[src/rtl/debug_pkg.sv]
// Shared constants for the debug display path: digit count, blank patterns,
// and the default scan slot length.
package debug_pkg;

    localparam int NUM_DIGITS = 8;
    localparam int SCAN_DIV_DEFAULT = 100000;
    localparam logic [6:0] SEG_BLANK = 7'h7F;
    localparam logic [NUM_DIGITS-1:0] AN_OFF = 8'hFF;

endpackage

[src/rtl/hex_to_seg.sv]
// Hex nibble to seven-segment decoder, active-low, seg[6]=a .. seg[0]=g.
module hex_to_seg (
    input  logic [3:0] nibble,
    output logic [6:0] seg
);

    always_comb begin
        seg = 7'h7F;
        unique case (nibble)
            4'h0: seg = 7'b0000001;
            4'h1: seg = 7'b1001111;
            4'h2: seg = 7'b0010010;
            4'h3: seg = 7'b0000110;
            4'h4: seg = 7'b1001100;
            4'h5: seg = 7'b0100100;
            4'h6: seg = 7'b0100000;
            4'h7: seg = 7'b0001111;
            4'h8: seg = 7'b0000000;
            4'h9: seg = 7'b0000100;
            4'hA: seg = 7'b0001000;
            4'hB: seg = 7'b1100000;
            4'hC: seg = 7'b0110001;
            4'hD: seg = 7'b1000010;
            4'hE: seg = 7'b0110000;
            4'hF: seg = 7'b0111000;
        endcase
    end

endmodule

[src/rtl/seg_scan_driver.sv]
// Time-multiplexed 8-digit common-anode display driver with decimal points,
// leading-zero blanking and one dead cycle at each digit change.
module seg_scan_driver
    import debug_pkg::*;
#(
    parameter int SCAN_DIV = SCAN_DIV_DEFAULT
) (
    input  logic                    clk,
    input  logic                    reset,
    input  logic                    load,
    input  logic [4*NUM_DIGITS-1:0] value,
    input  logic [NUM_DIGITS-1:0]   dp_mask,
    input  logic                    blank_lz,
    output logic [NUM_DIGITS-1:0]   an,
    output logic [6:0]              seg,
    output logic                    dp
);

    localparam int CNT_W = $clog2(SCAN_DIV);
    localparam int IDX_W = $clog2(NUM_DIGITS);

    logic [CNT_W-1:0]        cnt_q, cnt_d;
    logic [IDX_W-1:0]        idx_q, idx_d;
    logic [4*NUM_DIGITS-1:0] shadow_val_q, shadow_val_d;
    logic [NUM_DIGITS-1:0]   shadow_dp_q, shadow_dp_d;
    logic [NUM_DIGITS-1:0]   an_q, an_d;
    logic [6:0]              seg_q, seg_d;
    logic                    dp_q, dp_d;

    logic [3:0] nibble;
    logic [6:0] seg_dec;

    // Blank when the current digit and every digit above it are zero; digit 0 always shows.
    function automatic logic lz_blank(input logic [4*NUM_DIGITS-1:0] v,
                                      input logic [IDX_W-1:0] idx);
        logic all_zero;
        all_zero = 1'b1;
        for (int i = 0; i < NUM_DIGITS; i++) begin
            if (IDX_W'(i) >= idx && v[4*i +: 4] != 4'h0)
                all_zero = 1'b0;
        end
        return (idx != '0) && all_zero;
    endfunction

    assign nibble = shadow_val_q[{idx_q, 2'b00} +: 4];

    hex_to_seg u_dec (
        .nibble (nibble),
        .seg    (seg_dec)
    );

    always_comb begin
        cnt_d        = cnt_q + 1'b1;
        idx_d        = idx_q;
        shadow_val_d = shadow_val_q;
        shadow_dp_d  = shadow_dp_q;
        an_d         = AN_OFF;
        seg_d        = SEG_BLANK;
        dp_d         = 1'b1;

        if (cnt_q == CNT_W'(SCAN_DIV - 1)) begin
            cnt_d = '0;
            idx_d = idx_q + 1'b1;
        end

        if (load) begin
            shadow_val_d = value;
            shadow_dp_d  = dp_mask;
        end

        // cnt==0 is the anti-ghosting dead slot; outputs stay dark.
        if (cnt_q != '0 && !(blank_lz && lz_blank(shadow_val_q, idx_q))) begin
            an_d  = ~(NUM_DIGITS'(1) << idx_q);
            seg_d = seg_dec;
            dp_d  = ~shadow_dp_q[idx_q];
        end
    end

    always_ff @(posedge clk) begin
        if (reset) begin
            cnt_q        <= '0;
            idx_q        <= '0;
            shadow_val_q <= '0;
            shadow_dp_q  <= '0;
            an_q         <= AN_OFF;
            seg_q        <= SEG_BLANK;
            dp_q         <= 1'b1;
        end else begin
            cnt_q        <= cnt_d;
            idx_q        <= idx_d;
            shadow_val_q <= shadow_val_d;
            shadow_dp_q  <= shadow_dp_d;
            an_q         <= an_d;
            seg_q        <= seg_d;
            dp_q         <= dp_d;
        end
    end

    assign an  = an_q;
    assign seg = seg_q;
    assign dp  = dp_q;

endmodule

[config.mk]
export PLATFORM = sky130hd
export DESIGN_NAME = seg_scan_driver
export DESIGN_NICKNAME = d
export VERILOG_FILES = /design/src/rtl/debug_pkg.sv /design/src/rtl/hex_to_seg.sv /design/src/rtl/seg_scan_driver.sv
export SDC_FILE = /design/constraint.sdc
export NUM_CORES = 1
export LEC_CHECK = 0
export BUFFER_PORTS_ARGS = -buffer_cell sky130_fd_sc_hd__buf_2
export CAP_MARGIN = 5
export CORE_UTILIZATION = 52
export CTS_BUF_LIST = sky130_fd_sc_hd__clkbuf_2
export CTS_CLUSTER_DIAMETER = 50
export DETAILED_ROUTE_END_ITERATION = 6
export MAX_ROUTING_LAYER = met4
export PLACE_DENSITY_LB_ADDON = 0.15
export SETUP_SLACK_MARGIN = 0.2
export SLEW_MARGIN = 15
export SYNTH_ARGS = -nofsm -noshare
export SYNTH_HDL_FRONTEND = slang
export SYNTH_SLANG_ARGS = --single-unit
[constraint.sdc]
create_clock -name clk -period 2.2 [get_ports clk]
set_input_delay 0.22 -clock clk [delete_from_list [all_inputs] [get_ports clk]]
set_output_delay 0.22 -clock clk [all_outputs]
set_load 0.01 [all_outputs]
Word level (Yosys, flattened, before mapping)

Memory sizes are Yosys's and may differ from the RTL's. A register that Yosys moved wholly into a read port is not among the register bits.
Cells that the tools add are included.

Register bits after elaboration: 69
Memory bits (read-only): 112
Bits of input ports: 44
Output and inout port bits: 16
Word-level logic and storage cells: 58
Memories kept: 1

Memories:

| name            | words | bits a word | read ports | clocked after memory_dff | wr ports | RTL line        | RTL |
|---|---|---|---|---|---|---|---|
| (no name shown) | 16    | 7           | 1          | 1                        | 0        | hex_to_seg.sv:9 | `unique case (nibble)` |

Add/subtract/negate cells: 2
$lt $le $gt $ge: 9
Equality and inequality tests: 1
Shift-type cells: 2
Mux-type cells: 10
Bitwise gates (word level): 3
Reduce and logical (&&, ||, !) cells: 24

Operators by type and width:

| cell                    | count |
|---|---|
| $reduce_bool A4 Y1      | 8 |
| $shiftx A32 B6 Y4       | 1 |
| $add A17 B1 Y17 const B | 1 |
| $eq A17 B17 Y1 const B  | 1 |
| $reduce_bool A17 Y1     | 1 |
| $ge A3 B3 Y1 const A    | 4 |
| $logic_and A1 B1 Y1     | 11 |
| $mux W1                 | 9 |
| $not A8 Y8              | 1 |
| $shl A1 B3 Y8 const A   | 1 |
| $ge A1 B3 Y1 const A    | 2 |
| $ge A2 B3 Y1 const A    | 2 |
| $lt A3 B4 Y1 const B    | 1 |
| $reduce_or A2 Y1        | 2 |
| $add A3 B1 Y3 const B   | 1 |
| $bmux W1 S3             | 1 |
| $reduce_bool A3 Y1      | 1 |
| $not A1 Y1              | 2 |
| $logic_not A1 Y1        | 1 |

Depth between registers and ports, before layout

Depth in word-level cells: 16
Gate-level depth with buffers: 11
Gate-level depth less buffers: 9

Hierarchy

A second synthesis with hierarchy kept.

Cell total of the unflattened synthesis: 354
Area total of the unflattened synthesis: 3504.6 µm²

Modules (own cells, without submodules):

| module          | instances | cells each | area each (µm²) | sequential area each (µm²) |
|---|---|---|---|---|
| seg_scan_driver | 1         | 322        | 3230.6          | 1521.5 |
| hex_to_seg      | 1         | 32         | 274.0           | 0.0 |

Worst setup path before layout

Ideal clock, no wire load.

Path kind: reg-to-reg
Start point: register idx_q[0]
End point: register seg_q[3], in the netlist seg[3]
Setup time: 0.119 ns
Arrival: 2.026 ns
Required time: 2.081 ns
Slack: 0.055 ns
Stages on the path, launching flop included: 10
Buffers on the path: 1
Period minus slack after synthesis: 2.145 ns
Cell sequence: dfxtp_1 > buf_4 > mux4_2 > o211ai_1 > inv_1 > ha_1 > inv_1 > nor2_1 > and3b_1 > o21ai_1

Longest elaborated chain between the ends: 16
Elaborated cells on any way between the ends: 32
Classes of those cells: order compare (8); shift (1); mux (8); bitwise (1); reduce/logical (14)

Ends and longest elaborated chain:

| what                       | RTL line              | RTL |
|---|---|---|
| start: declaration         | seg_scan_driver.sv:23 | `logic [IDX_W-1:0] idx_q, idx_d;` |
| start signal: assignment   | seg_scan_driver.sv:90 | `idx_q <= idx_d;` |
| $ge A1 B3 Y1               | seg_scan_driver.sv:39 | `if (IDX_W'(i) >= idx && v[4*i +: 4] != 4'h0)` |
| $logic_and A1 B1 Y1        | seg_scan_driver.sv:39 |  |
| $mux W1 (8 in a row)       | seg_scan_driver.sv:39 |  |
| $logic_and A1 B1 Y1        | seg_scan_driver.sv:42 | `return (idx != '0) && all_zero;` |
| $logic_and A1 B1 Y1        | seg_scan_driver.sv:72 | `if (cnt_q != '0 && !(blank_lz && lz_blank(shadow_val_q, idx_q))) begin` |
| $logic_not A1 Y1           | seg_scan_driver.sv:72 |  |
| $logic_and A1 B1 Y1        | seg_scan_driver.sv:72 |  |
| $not A1 Y1 (no line)       | -                     |  |
| $reduce_or A2 Y1 (no line) | -                     |  |
| end: declaration           | seg_scan_driver.sv:27 | `logic [6:0] seg_q, seg_d;` |

Parallel ways exist; a longest one is shown, timed or not.
A chain may end at the register's enable or synchronous reset.

Final worst setup path

Start point: register idx_q[0]
End point: register seg_q[2], in the netlist seg[2]

Same word-level chain as after synthesis.

==> results.json <==
{
  "status": "finished, violations left",
  "failed_checks": "design-rule violations",
  "rsz0062_at_grt": "true",
  "cts_root_buf": "clkbuf_2",
  "ys_warn_count": 0,
  "portBuffers": 59,
  "netlist.area_leader.share_pct": 42.95,
  "grt_first_pass_wirelength_um": 13350,
  "synth_edf_count": 0,
  "worst_setup_hold_path_clk_slew_ps": 200,
  "pre_cts_slack_ps": 69.61,
  "die_w_um": 84.54,
  "cp-startpoint": "idx_q[0]",
  "power_leakage_nw": 2.038,
  "period_share_pct": 89.19,
  "diodes": 0,
  "hold_path_end": "cnt_q[7]",
  "num_rows": 29,
  "crit_buf_inv": 2,
  "crit_fanout": 8,
  "vias": 3007,
  "fin_skew_ps": 23.08,
  "hpwl_um": 5326,
  "tightest_slew_ps": 498.1,
  "synth-seq-cells": 76,
  "fmax_mhz": 509.7,
  "syn-num-nets": 418,
  "setup_violations": 0,
  "overflow": 0,
  "clock_latency_ps": 490,
  "drc": 10,
  "area_growth_pct": 32.39,
  "netlist_area_um2": 3542,
  "netlist-cell-type-count": 53,
  "n_fill_cell": 496,
  "power.density_nw_per_um2": 558.5,
  "first_pass_iters": 6,
  "htreeDepth": 3,
  "die_area_um2": 7146,
  "core_area_um2": 6459,
  "critPathKind": "reg2reg",
  "crit_family": "compound AO/OA/AOI/OAI gates",
  "startpoint_type": "flip-flop",
  "ios": 60,
  "die_h_um": 84.54,
  "first_global_vias": 2751,
  "drive_above_1_share_pct": 30.69,
  "numCtsBuffers": 9,
  "vias_per_cell": 5.408,
  "multi_input_area_um2": 1989,
  "crit_path_end_kind": "flip-flop",
  "synthTopCellsByArea": "dfxtp_1 43%, mux2i_1 13%, nor2_1 7.3%",
  "syn_area_per_cell_um2": 9.839,
  "place_congestion": 0.8740,
  "postSynthCellCount": 360,
  "grt_max_degree": 44,
  "yosysTopAreaCell": "dfxtp_1",
  "rr_worst_depth": 8,
  "hold_viol_final": 0,
  "r2r-end": "seg[2]",
  "final_nets": 533,
  "rrSetupSlack_ps": 240,
  "fin_ws_ps": 237.9,
  "cts_tree": "done",
  "ys_async_sr_fraction_pct": 0,
  "grt.total_usage_pct": 24.68,
  "slew_headroom_pct": 66.36,
  "drv_slew": 0,
  "initial_core_util_pct": 54.84,
  "wl_um": 8466,
  "max_cap_violations": 0,
  "ys.flop_type": "dfxtp_1",
  "crit_arrival_ps": 2390,
  "hold_depth": 3,
  "cts_buffer_depth": 2,
  "cp_slowest_cell": "a2111o_1",
  "antenna_found_initial": 0,
  "yosysSeqAreaShare_pct": 42.95,
  "hp-start": "reset",
  "hold_class": "in2reg",
  "finalSetupTns_ps": 0,
  "drtIter0Drc": 133,
  "min_period_ps": 1962,
  "regArea_um2": 1530,
  "cts_sinks": 76,
  "cp_slowest_stage_delay_ps": 450,
  "critPathRequiredTime_ps": 2630,
  "path_cells": "buf_12, inv_8, ha_4, and2b_2, o32ai_2, a2111o_1, o221a_4, o221ai_1",
  "timing.rr.start": "idx_q[0]",
  "drt.antenna.violating_nets": 0,
  "ir_drop_v": 0.0005481,
  "wl_per_cell_um": 15.23
}
## Yosys cell counts (all sizes together), types with 3 or more instances
| cell | count |
|---|---|
| nor2 | 69 |
| or4 | 3 |
| nand3 | 15 |
| o221ai | 5 |
| clkbuf | 12 |
| a211oi | 4 |
| xor2 | 6 |
| ha | 14 |
| mux2i | 47 |
| mux4 | 7 |
| buf | 9 |
| xnor2 | 10 |
| and3 | 8 |
| nand2 | 19 |
| nor4 | 7 |
| inv | 14 |
| dfxtp | 76 |
| nand4 | 4 |
## routing by layer
metal,wire length [um],vias to the layer above,GRT usage (%)
met4,138,0,9.399
met3,299,11,4.031
met1,4103,1430,32.11
met5,0,-,-
li1,-,1491,-
met2,3925,75,38.65
## area by class of cell
type | instances | share of cell area [%]
flip-flops and latches | 76 | 32.63
inverters | 15 | 1.361
clock buffers | 9 | 0.9605
repair buffers | 124 | 19.37
clock inverters | 6 | 1.201
multi-input cells | 249 | 42.42
well taps | 77 | 2.054
## power by group
part	total [mW]	switching, mW	internal [mW]
clock network	0.728	0.482	0.247
registers	1.49	0.0455	1.44
logic	0.405	0.188	0.217
## tightest hold or removal path, delay by kind of cell
kind	cells	cell delay, ps
buf+inv	2	230
simple gates	1	180
## registers in the layout, indices dropped and copies added (netlist names)
signal,flops
dp,1
shadow_val_q,32
shadow_dp_q,8
cnt_q,17
an,8
seg,7
idx_q,3
## how the worst max path moves through the flow
stage                     to  slack [ps]  depth (start not counted)
CTS                 idx_q[0]         200                          5
detailed placement    seg[3]          70                          8
global placement      seg[3]         190                          8
global route          seg[3]         140                         10
floorplan             seg[3]         120                          9
finish                seg[2]         240                          8
## per-stage QoR
stage | area (um2) | util, % | hold slack, ps | total power [mW] | instances
5_1_grt | 4690 | 72.61 | 115.2 | 2.731 | 556
3_3_place_gp | 3959 | 61.29 | 444.5 | 1.817 | 486
3_5_place_dp | 3959 | 61.29 | 461.1 | 1.823 | 486
6_report | 4690 | 72.61 | 160.1 | 2.619 | 556
2_1_floorplan | 3602 | - | 366.9 | 1.713 | 360
4_1_cts | 4494 | 69.59 | 66.07 | 2.596 | 544
## cells by family (layout without fill, tap and decap cells)
| logic type | count (synthesis) | in the layout | synth area share, % |
|---|---|---|---|
| and+or+nand+nor | 138 | 138 | 18.26 |
| DFF | 76 | 76 | 42.95 |
| muxes | 56 | 56 | 18.83 |
| buffers and inverters | 36 | 154 | 5.404 |
| AOI/OAI and AO/OA | 24 | 25 | 5.652 |
| xor gates and xnor gates | 16 | 16 | 3.956 |
| adders and majority gates | 14 | 14 | 4.945 |
## cells in the final DEF (no fill, tap or decap), types with 2 or more instances in the layout
master         instances
a211oi_2               3
and3_1                 7
and4_1                 2
buf_12                 2
buf_2                 59
buf_4                 23
clkbuf_2               9
clkinv_1               2
clkinv_2               3
dfxtp_1               73
dfxtp_4                2
dlygate4sd3_1         40
ha_1                  10
ha_2                   2
ha_4                   2
inv_1                  9
inv_2                  4
mux2_2                 2
mux2i_1               46
mux4_2                 7
nand2_1               17
nand3_1               12
nand3_2                3
nand4_1                4
nor2_1                66
nor2_2                 2
nor2b_1                2
nor3_1                 2
nor4_1                 7
o221a_4                2
o221ai_2               4
or4_4                  2
xnor2_1                9
xor2_1                 6
## timing repair
action	4_1_cts	5_1_grt
hold endpoints to repair	40	0
setup buffers	3	11
endpoints found under the setup margin	30	34
cloned	0	1
hold buffers	40	0
pin swaps	1	6
resized for setup	4	25
Note: power is estimated with default switching activity, not from simulation.
